File: src/rtl/aclk_timegen.sv
// Time-base generator for the alarm clock: divides the system clock into
// single-cycle one_second and one_minute strobes. fastwatch makes the minute
// strobe follow the second strobe; reset_count re-aligns the time base.
module aclk_timegen #(
   parameter int CLKS_PER_SEC = 256,  // power of two, >= 2
   parameter int SECS_PER_MIN = 60,
   parameter int CNT_W        = 14    // 2**CNT_W >= CLKS_PER_SEC*SECS_PER_MIN
) (
   input  logic clock,
   input  logic reset,        // synchronous, active low
   input  logic reset_count,  // synchronous, active high
   input  logic fastwatch,
   output logic one_minute,
   output logic one_second
);

   // Last count value of a minute, and the mask selecting the within-second
   // part of the count (CLKS_PER_SEC is a power of two, so mod is a mask).
   localparam logic [CNT_W-1:0] TERM     = CNT_W'(CLKS_PER_SEC * SECS_PER_MIN - 1);
   localparam logic [CNT_W-1:0] SEC_MASK = CNT_W'(CLKS_PER_SEC - 1);
   localparam logic [CNT_W-1:0] ONE      = CNT_W'(1);
   localparam logic [CNT_W-1:0] ZERO     = CNT_W'(0);

   logic [CNT_W-1:0] count;
   logic [CNT_W-1:0] count_next;
   logic             second_next;
   logic             minute_next;

   // True when the count sits on the last cycle of a second.
   function automatic logic is_sec_term(input logic [CNT_W-1:0] c);
      return ((c & SEC_MASK) == SEC_MASK);
   endfunction

   // True when the count sits on the last cycle of a minute.
   function automatic logic is_min_term(input logic [CNT_W-1:0] c);
      return (c == TERM);
   endfunction

   // Free-running next-state values; the clears are applied in the register.
   always_comb begin
      count_next  = ZERO;
      second_next = 1'b0;
      minute_next = 1'b0;
      if (is_min_term(count)) begin
         count_next = ZERO;
      end else begin
         count_next = count + ONE;
      end
      second_next = is_sec_term(count);
      if (fastwatch) begin
         minute_next = is_sec_term(count);
      end else begin
         minute_next = is_min_term(count);
      end
   end

   // State and strobe registers with reset taking priority over reset_count;
   // a clear also drops any strobe that would have fired on this edge.
   always_ff @(posedge clock) begin
      if (!reset) begin
         count      <= ZERO;
         one_second <= 1'b0;
         one_minute <= 1'b0;
      end else if (reset_count) begin
         count      <= ZERO;
         one_second <= 1'b0;
         one_minute <= 1'b0;
      end else begin
         count      <= count_next;
         one_second <= second_next;
         one_minute <= minute_next;
      end
   end

endmodule

File: config.mk
export PLATFORM = sky130hd
export DESIGN_NAME = aclk_timegen
export DESIGN_NICKNAME = d
export VERILOG_FILES = /design/src/rtl/aclk_timegen.sv
export SDC_FILE = /design/constraint.sdc
export NUM_CORES = 1
export LEC_CHECK = 0
export ABC_AREA = 1
export CORE_MARGIN = 2
export CORE_UTILIZATION = 40
export CTS_CLUSTER_SIZE = 25
export DETAILED_ROUTE_END_ITERATION = 8
export PLACE_DENSITY = 0.68
export SYNTH_ARGS = -nofsm -noshare
export SYNTH_HDL_FRONTEND = slang
export SYNTH_SLANG_ARGS = --single-unit
File: constraint.sdc
create_clock -name clock -period 2.85 [get_ports clock]
set_input_delay 0.57 -clock clock [delete_from_list [all_inputs] [get_ports clock]]
set_output_delay 0.57 -clock clock [all_outputs]
set_load 0.01 [all_outputs]
; Word level (Yosys, flattened, before mapping)
; Index checks and enable logic that the tools add are counted.
[word_totals]
reg_bits = 16
in_bits = 4
out_inout_bits = 2
wordCells = 10
[classes]
addsub = 1
n_eq_ne = 2
muxes = 1
bitwise = 1
reduce_logical = 2
[ops]
columns = op, count
row1 = $add A14 B1 Y14 const B, 1
row2 = $eq A14 B14 Y1 const B, 1
row3 = $eq A8 B8 Y1 const B, 1
row4 = $reduce_or A3 Y1, 1
row5 = $reduce_or A2 Y1, 1
row6 = $mux W1, 1
row7 = $not A1 Y1, 1

; Depth between registers and ports, before layout
; Gate-level depths: netlist (run 1).
[logic_depth]
word_depth = 2
depth_mapped = 8
ltp_nobuf = 8

; Worst setup path after synthesis (run 1)
; Ideal clock, no wire load.
[synth_path]
kind = register to register
start = register count[0]
end = register count[6]
setup_time_ns = 0.115
arrival_time_ns = 1.246
required_time_ns = 2.735
setup_slack_ns = 1.488
stages_incl_launch_ff = 8
path_buffers = 1
period_less_slack_ns = 1.362
cell_sequence = dfxtp_1 ha_1 nand2_2 nor2_8 nand2_4 o21ai_4 buf_8 nor2_2
[synth_via]
elab_chain_len = 2
word_cells_on_any_way = 3
classes_between = 1 x add/sub / 1 x eq/ne / 1 x reduce/logical
[synth_rtl]
columns = element, line
row1 = start: declaration, 24  ; logic [CNT_W-1:0] count;
row2 = start signal: assignment, 69  ; count <= count_next;
row3 = "parallel branches: the longest is 2 deep, another holds $add A14 B1 Y14", -
; Parallel ways; which one is timed is not known.
; A chain may end at the register's enable or synchronous reset.

; Worst setup path after layout (run 1)
[layout_path]
start = register one_second
end = output one_second
[layout_rtl]
columns = element, line
row1 = start: declaration, 14  ; output logic one_second
row2 = start signal: assignment, 70  ; one_second <= second_next;
; No word-level cell between the ends.

==> flow_summary.yaml, run 1 <==
synthesis:
  synth_warnings: 0
  syn_nets: 112
  synthTopCellsByArea: "dfxtp_1, nand2_1, nor2_2"
  ys_types: 19
  yosysTopAreaCell: "dfxtp_1"
  synth.avg_cell_area_um2: 7.811
  synthCells: 107
  ys_seq_elements: 16
  yosysSeqAreaShare: 0.3832
  synth_top_area_share: 0.3832
  netlist_area_um2: 835.8
die:
  core_area_um2: 1962
  num_rows: 16
  die_w_um: 49.71
  io_pins: 6
  fp.dieH_um: 49.71
  start_util: 0.4260
  die-area_um2: 2471
clock_tree:
  clk_pin_slew_ps: 100
  htreeDepth: 1
  cts_resized: 0
  cts_num_sinks: 16
  clockRootBuffer: "clkbuf_4"
  hold_buffers: 0
  numCtsBuffers: 3
  clk_path_buf_depth: 2
  post_cts_buffers: 0
  cts_tree: "built"
  clk_latency_ps: 290
critical_path:
  cp_max_fo: 1
  rrSetupSlack_ps: 1230
  crit_family: "buffers and inverters"
  timing.setup.critical_path_class: "flip-flop to output port"
  cp-end-kind: "output port"
  path_cells: "clkdlybuf4s50_1"
  slowest_stage: "clkdlybuf4s50_1"
  reg2reg_to: "count[5]"
  r2r_start: "count[0]"
  cp.required_ps: 2280
  cp-start-kind: "flip-flop"
  cp.depth: 1
  cpPeakStageDelay_ps: 530
  cp.arrival_ps: 1140
  startpoint: "one_second"
  critPathBufInv: 1
  r2r_cells: 6
  cp-endpoint: "one_second"
timing:
  finalHoldViolations: 0
  fin_ws_ps: 1143
  slew_violations: 0
  setup_tns_ps: 0
  rsz0062_at_grt: "false"
  min_period_over_period: 0.5990
  min_period_ps: 1707
  tightest_slew_ps: 488.4
  skew_ps: 0.7633
  maxSlewHeadroom: 0.6732
  fmax_mhz: 585.8
  setup_viol: 0
detailed_routing:
  vias: 682
  wl_um: 1461
  via_per_inst: 4.803
  drc: 0
  drt_iter0_drc: 12
  antenna_left: 0
  wl_per_cell_um: 10.29
  drt_pass1_iterations: 5
global_routing:
  grt_remaining_overflow: 0
  grt_max_degree: 13
  grtUsageTotal: 0.1345
  grt_pass1_wl_um: 2504
  grt_pass1_vias: 594
  grt_antenna_before_repair: 0
pwr:
  powerDensity_nw_per_um2: 419.6
  p_leak_uw: 0.0004313
  peakVddDrop_uv: 304.5
layout:
  area_delta_synth_final_pct: 12.57
  post-route-util: 0.4796
  final_cell_mix: "nand2_1, dfxtp_1, inv_1"
  drive_gt1_frac: 0.1913
  layout.cells.non_filler: 142
  antenna_cells: 0
  num-nets-final: 121
  final_common_cell: "nand2_1"
placed_design:
  gp_congestion: 0.8520
  dp_slack_ps: 1101
  port_buffers: 5
  placed_cells: 138
  dpl.hpwl_um: 1116
status:
  status: "finished, final reports clean"
min_path:
  hold_path.class: "flip-flop to flip-flop"
run:
  max_cap_viol_count: 0
## where the power goes
group	total, uW	switching [uW]	internal [uW]
clock network	155	76.7	78.0
logic	13.9	7.63	6.29
registers	226	1.45	225
## sequential cells by signal, indices dropped and copies added (netlist names)
| name | count |
|---|---|
| one_second | 1 |
| count | 14 |
| one_minute | 1 |
## cell families (layout without fill, tap and decap cells)
family / count (synthesis) / in the layout / share of synthesized area
buffers and inverters: 16 / 24 / 0.08532
AND/OR/NAND/NOR: 65 / 65 / 0.4192
adder cells (fa/ha/maj): 1 / 1 / 0.01497
AO/OA/AOI/OAI: 3 / 3 / 0.03443
XOR/XNOR: 6 / 6 / 0.06289
flip-flops: 16 / 16 / 0.3832
## metrics by stage
step           total power, uW  hold slack [ps]  cell area, um2
6_report                 394.8            483.3           940.9
5_1_grt                  408.4            509.0           940.9
4_1_cts                  397.2            486.2           940.9
3_5_place_dp             245.5            461.2           904.6
3_3_place_gp             245.2            454.1           904.6
2_1_floorplan            241.7            438.8           835.8
## area by class of cell
type	instances	area (um2)
Tap cell	27	33.78
Clock buffer	4	36.28
Fill cell	208	1021
Timing Repair Buffer	5	50.05
Sequential cell	16	320.3
Inverter	15	56.30
Multi-Input combinational cell	75	444.2
## metal layers
layer,part of all wire,vias to the layer above,GRT usage
li1,-,346,-
met1,0.46,317,0.1507
met2,0.48,17,0.2267
met3,0.045,2,0.05455
met4,0.0075,0,0.05093
met5,0,-,0
## worst min path at each step
stage / depth (start not counted) / startpoint / endpoint / slack, ps
finish: 1 / count[0] / count[0] / 480
global route: 1 / count[0] / count[0] / 510
CTS: 1 / count[0] / count[0] / 490
detailed placement: 1 / count[0] / count[0] / 460
global placement: 1 / count[0] / count[0] / 450
floorplan: 1 / count[0] / count[0] / 440
## cells in the mapped netlist
cell type  count
a21oi_1        1
xor2_1         3
xnor2_1        3
nand2_2        2
nand3_1        7
nand3b_1       2
nor2_8         2
nand2_4        2
nand2_1       22
ha_1           1
inv_2          1
nand4_1        5
dfxtp_1       16
nor2_1        13
inv_1         14
nor2_2        10
o21ai_4        1
buf_8          1
o21bai_1       1
Power figures use the tool's default switching activity.
==> inputs of run 2 (changes only) <==
- PLACE_DENSITY: 0.68 -> 0.7
- clock period: 2.85 -> 1.4 ns (I/O delays scaled with it)
==> flow_summary.yaml, run 2 (synthesis results as in run 1) <==
detailed_routing:
  drt_pass1_iterations: 4
  drt_iter0_drc: 17
  vias: 704
  via_per_inst: 4.632
  wl_um: 1457
  met3_length_um: 77
  drc: 0
  antenna_left: 0
  wl_met2_um: 652
  top_layer_used: "met4"
  drt-met1-wl_um: 690
  wl_per_cell_um: 9.586
clock_tree:
  htreeDepth: 1
  clk_latency_ps: 290
  numCtsBuffers: 3
  clk_pin_slew_ps: 100
  clockRootBuffer: "clkbuf_4"
  cts_num_sinks: 16
  cts_tree: "built"
  clk_path_buf_depth: 2
critical_path:
  rrSetupSlack_ps: 100
  timing.setup.critical_path_class: "flip-flop to flip-flop"
  cp-end-kind: "flip-flop"
  reg2reg_to: "count[5]"
  cp.required_ps: 1600
  r2r_start: "count[9]"
  slowest_stage: "dfxtp_1"
  cp-start-kind: "flip-flop"
  cp.arrival_ps: 1490
  path_cells: "nand2_1 -> inv_1 -> nand3b_1 -> o21ai_4 -> buf_12 -> nor2_1"
  cpPeakStageDelay_ps: 390
  r2r_cells: 6
  cp-endpoint: "count[5]"
  cp_max_fo: 12
  startpoint: "count[9]"
pwr:
  p_leak_uw: 0.0004957
  finalPower_uw: 815.6
  powerDensity_nw_per_um2: 790.1
  peakVddDrop_uv: 492.5
global_routing:
  grt_remaining_overflow: 0
  grt_antenna_before_repair: 0
  grt_pass1_vias: 620
  grtUsageTotal: 0.1407
  grt_pass1_wl_um: 2615
  grt_max_degree: 13
placed_design:
  placed_cells: 147
  dpl.hpwl_um: 1129
  gp_congestion: 0.8655
  port_buffers: 5
die:
  core_area_um2: 1962
  num_rows: 16
  io_pins: 6
  die_w_um: 49.71
  fp.dieH_um: 49.71
  die-area_um2: 2471
  start_util: 0.4260
layout:
  layout.cells.non_filler: 152
  multi_input_area_um2: 449.2
  num-nets-final: 131
  largest_register: "count"
  largest_register_ffs: 14
  area_delta_synth_final_pct: 23.50
  num-fill-cells: 195
  top_regs: "count: 14 flops, one_minute: 1 flops, one_second: 1 flops"
  final_common_cell: "nand2_1"
  drive_gt1_frac: 0.2800
  final_cell_mix: "nand2_1, dfxtp_1, inv_1"
  seq_area_um2: 321.6
  antenna_cells: 0
timing:
  whs_ps: 517.6
  min_period_ps: 1298
  finalHoldViolations: 0
  tightest_slew_ps: 270.2
  rsz0062_at_grt: "false"
  setup_viol: 0
  skew_ps: 3.213
  maxSlewHeadroom: 0.8192
  slew_violations: 0
  min_period_over_period: 0.9272
  fmax_mhz: 770.4
min_path:
  min_path_cells: 2
  hold_path.class: "flip-flop to flip-flop"
status:
  status: "finished, final reports clean"
run:
  max_cap_viol_count: 0
-- run 2: cell types whose count changed in the layout (fill, tap and decap cells not counted) --
cell             change
ha_1                 -1
ha_2                 +1
buf_4                +9
buf_12               +1
clkdlybuf4s50_1      -2
nor2_1               -1
dlygate4sd2_1        +2
nor2_2               +1
dfxtp_2              +1
dfxtp_1              -1
-- run 2: critical path: cells and delay by family, from the launching register on --
family	cells	cell delay (ps)
flops	1	390
simple gates	3	340
buf+inv	2	240
compound gates	1	220
-- run 2: final cells by class --
type                            instances  area share
Clock buffer                            4     0.03515
Inverter                               15     0.05455
Multi-Input combinational cell         75      0.4352
Sequential cell                        16      0.3115
Tap cell                               27     0.03273
Timing Repair Buffer                   15      0.1309
-- run 2: repair_timing --
action,4_1_cts,5_1_grt
hold buffers,0,0
setup buffers,1,0
setup endpoints to repair,8,2
cloned,0,0
pin swaps,1,0
resized for setup,2,3
-- run 2: power by group --
group          internal [uW]  switching [uW]  leakage [uW]
sequential               458            1.55      0.000129
clock                    159             154     0.0000210
combinational           23.9            19.7      0.000345
-- run 2: worst min path at each step --
stage               from         end  slack [ps]
2_1_floorplan  fastwatch  one_minute         410
3_3_place_gp    count[0]    count[0]         510
3_5_place_dp    count[0]    count[0]         520
4_1_cts        fastwatch  one_minute         540
5_1_grt        fastwatch  one_minute         550
6_report        count[0]    count[0]         520
-- run 2: layer usage --
metal | track usage | vias to the layer above
li1 | - | 371
met5 | 0 | -
met3 | 0.05758 | 6
met2 | 0.2267 | 15
met1 | 0.1632 | 312
met4 | 0.06019 | 0
-- run 2: per-stage QoR --
| stage | setup TNS (ps) | setup WS (ps) | utilization | area (um2) |
|---|---|---|---|---|
| 5_1_grt | 0 | 5.080 | 0.5261 | 1032 |
| 3_3_place_gp | 0 | 31.86 | 0.4955 | 972.2 |
| 6_report | 0 | 101.9 | 0.5261 | 1032 |
| 3_5_place_dp | -47.66 | -26.46 | 0.4955 | 972.2 |
| 4_1_cts | 0 | 97.88 | 0.5230 | 1026 |
| 2_1_floorplan | 0 | 38.47 | - | 835.8 |
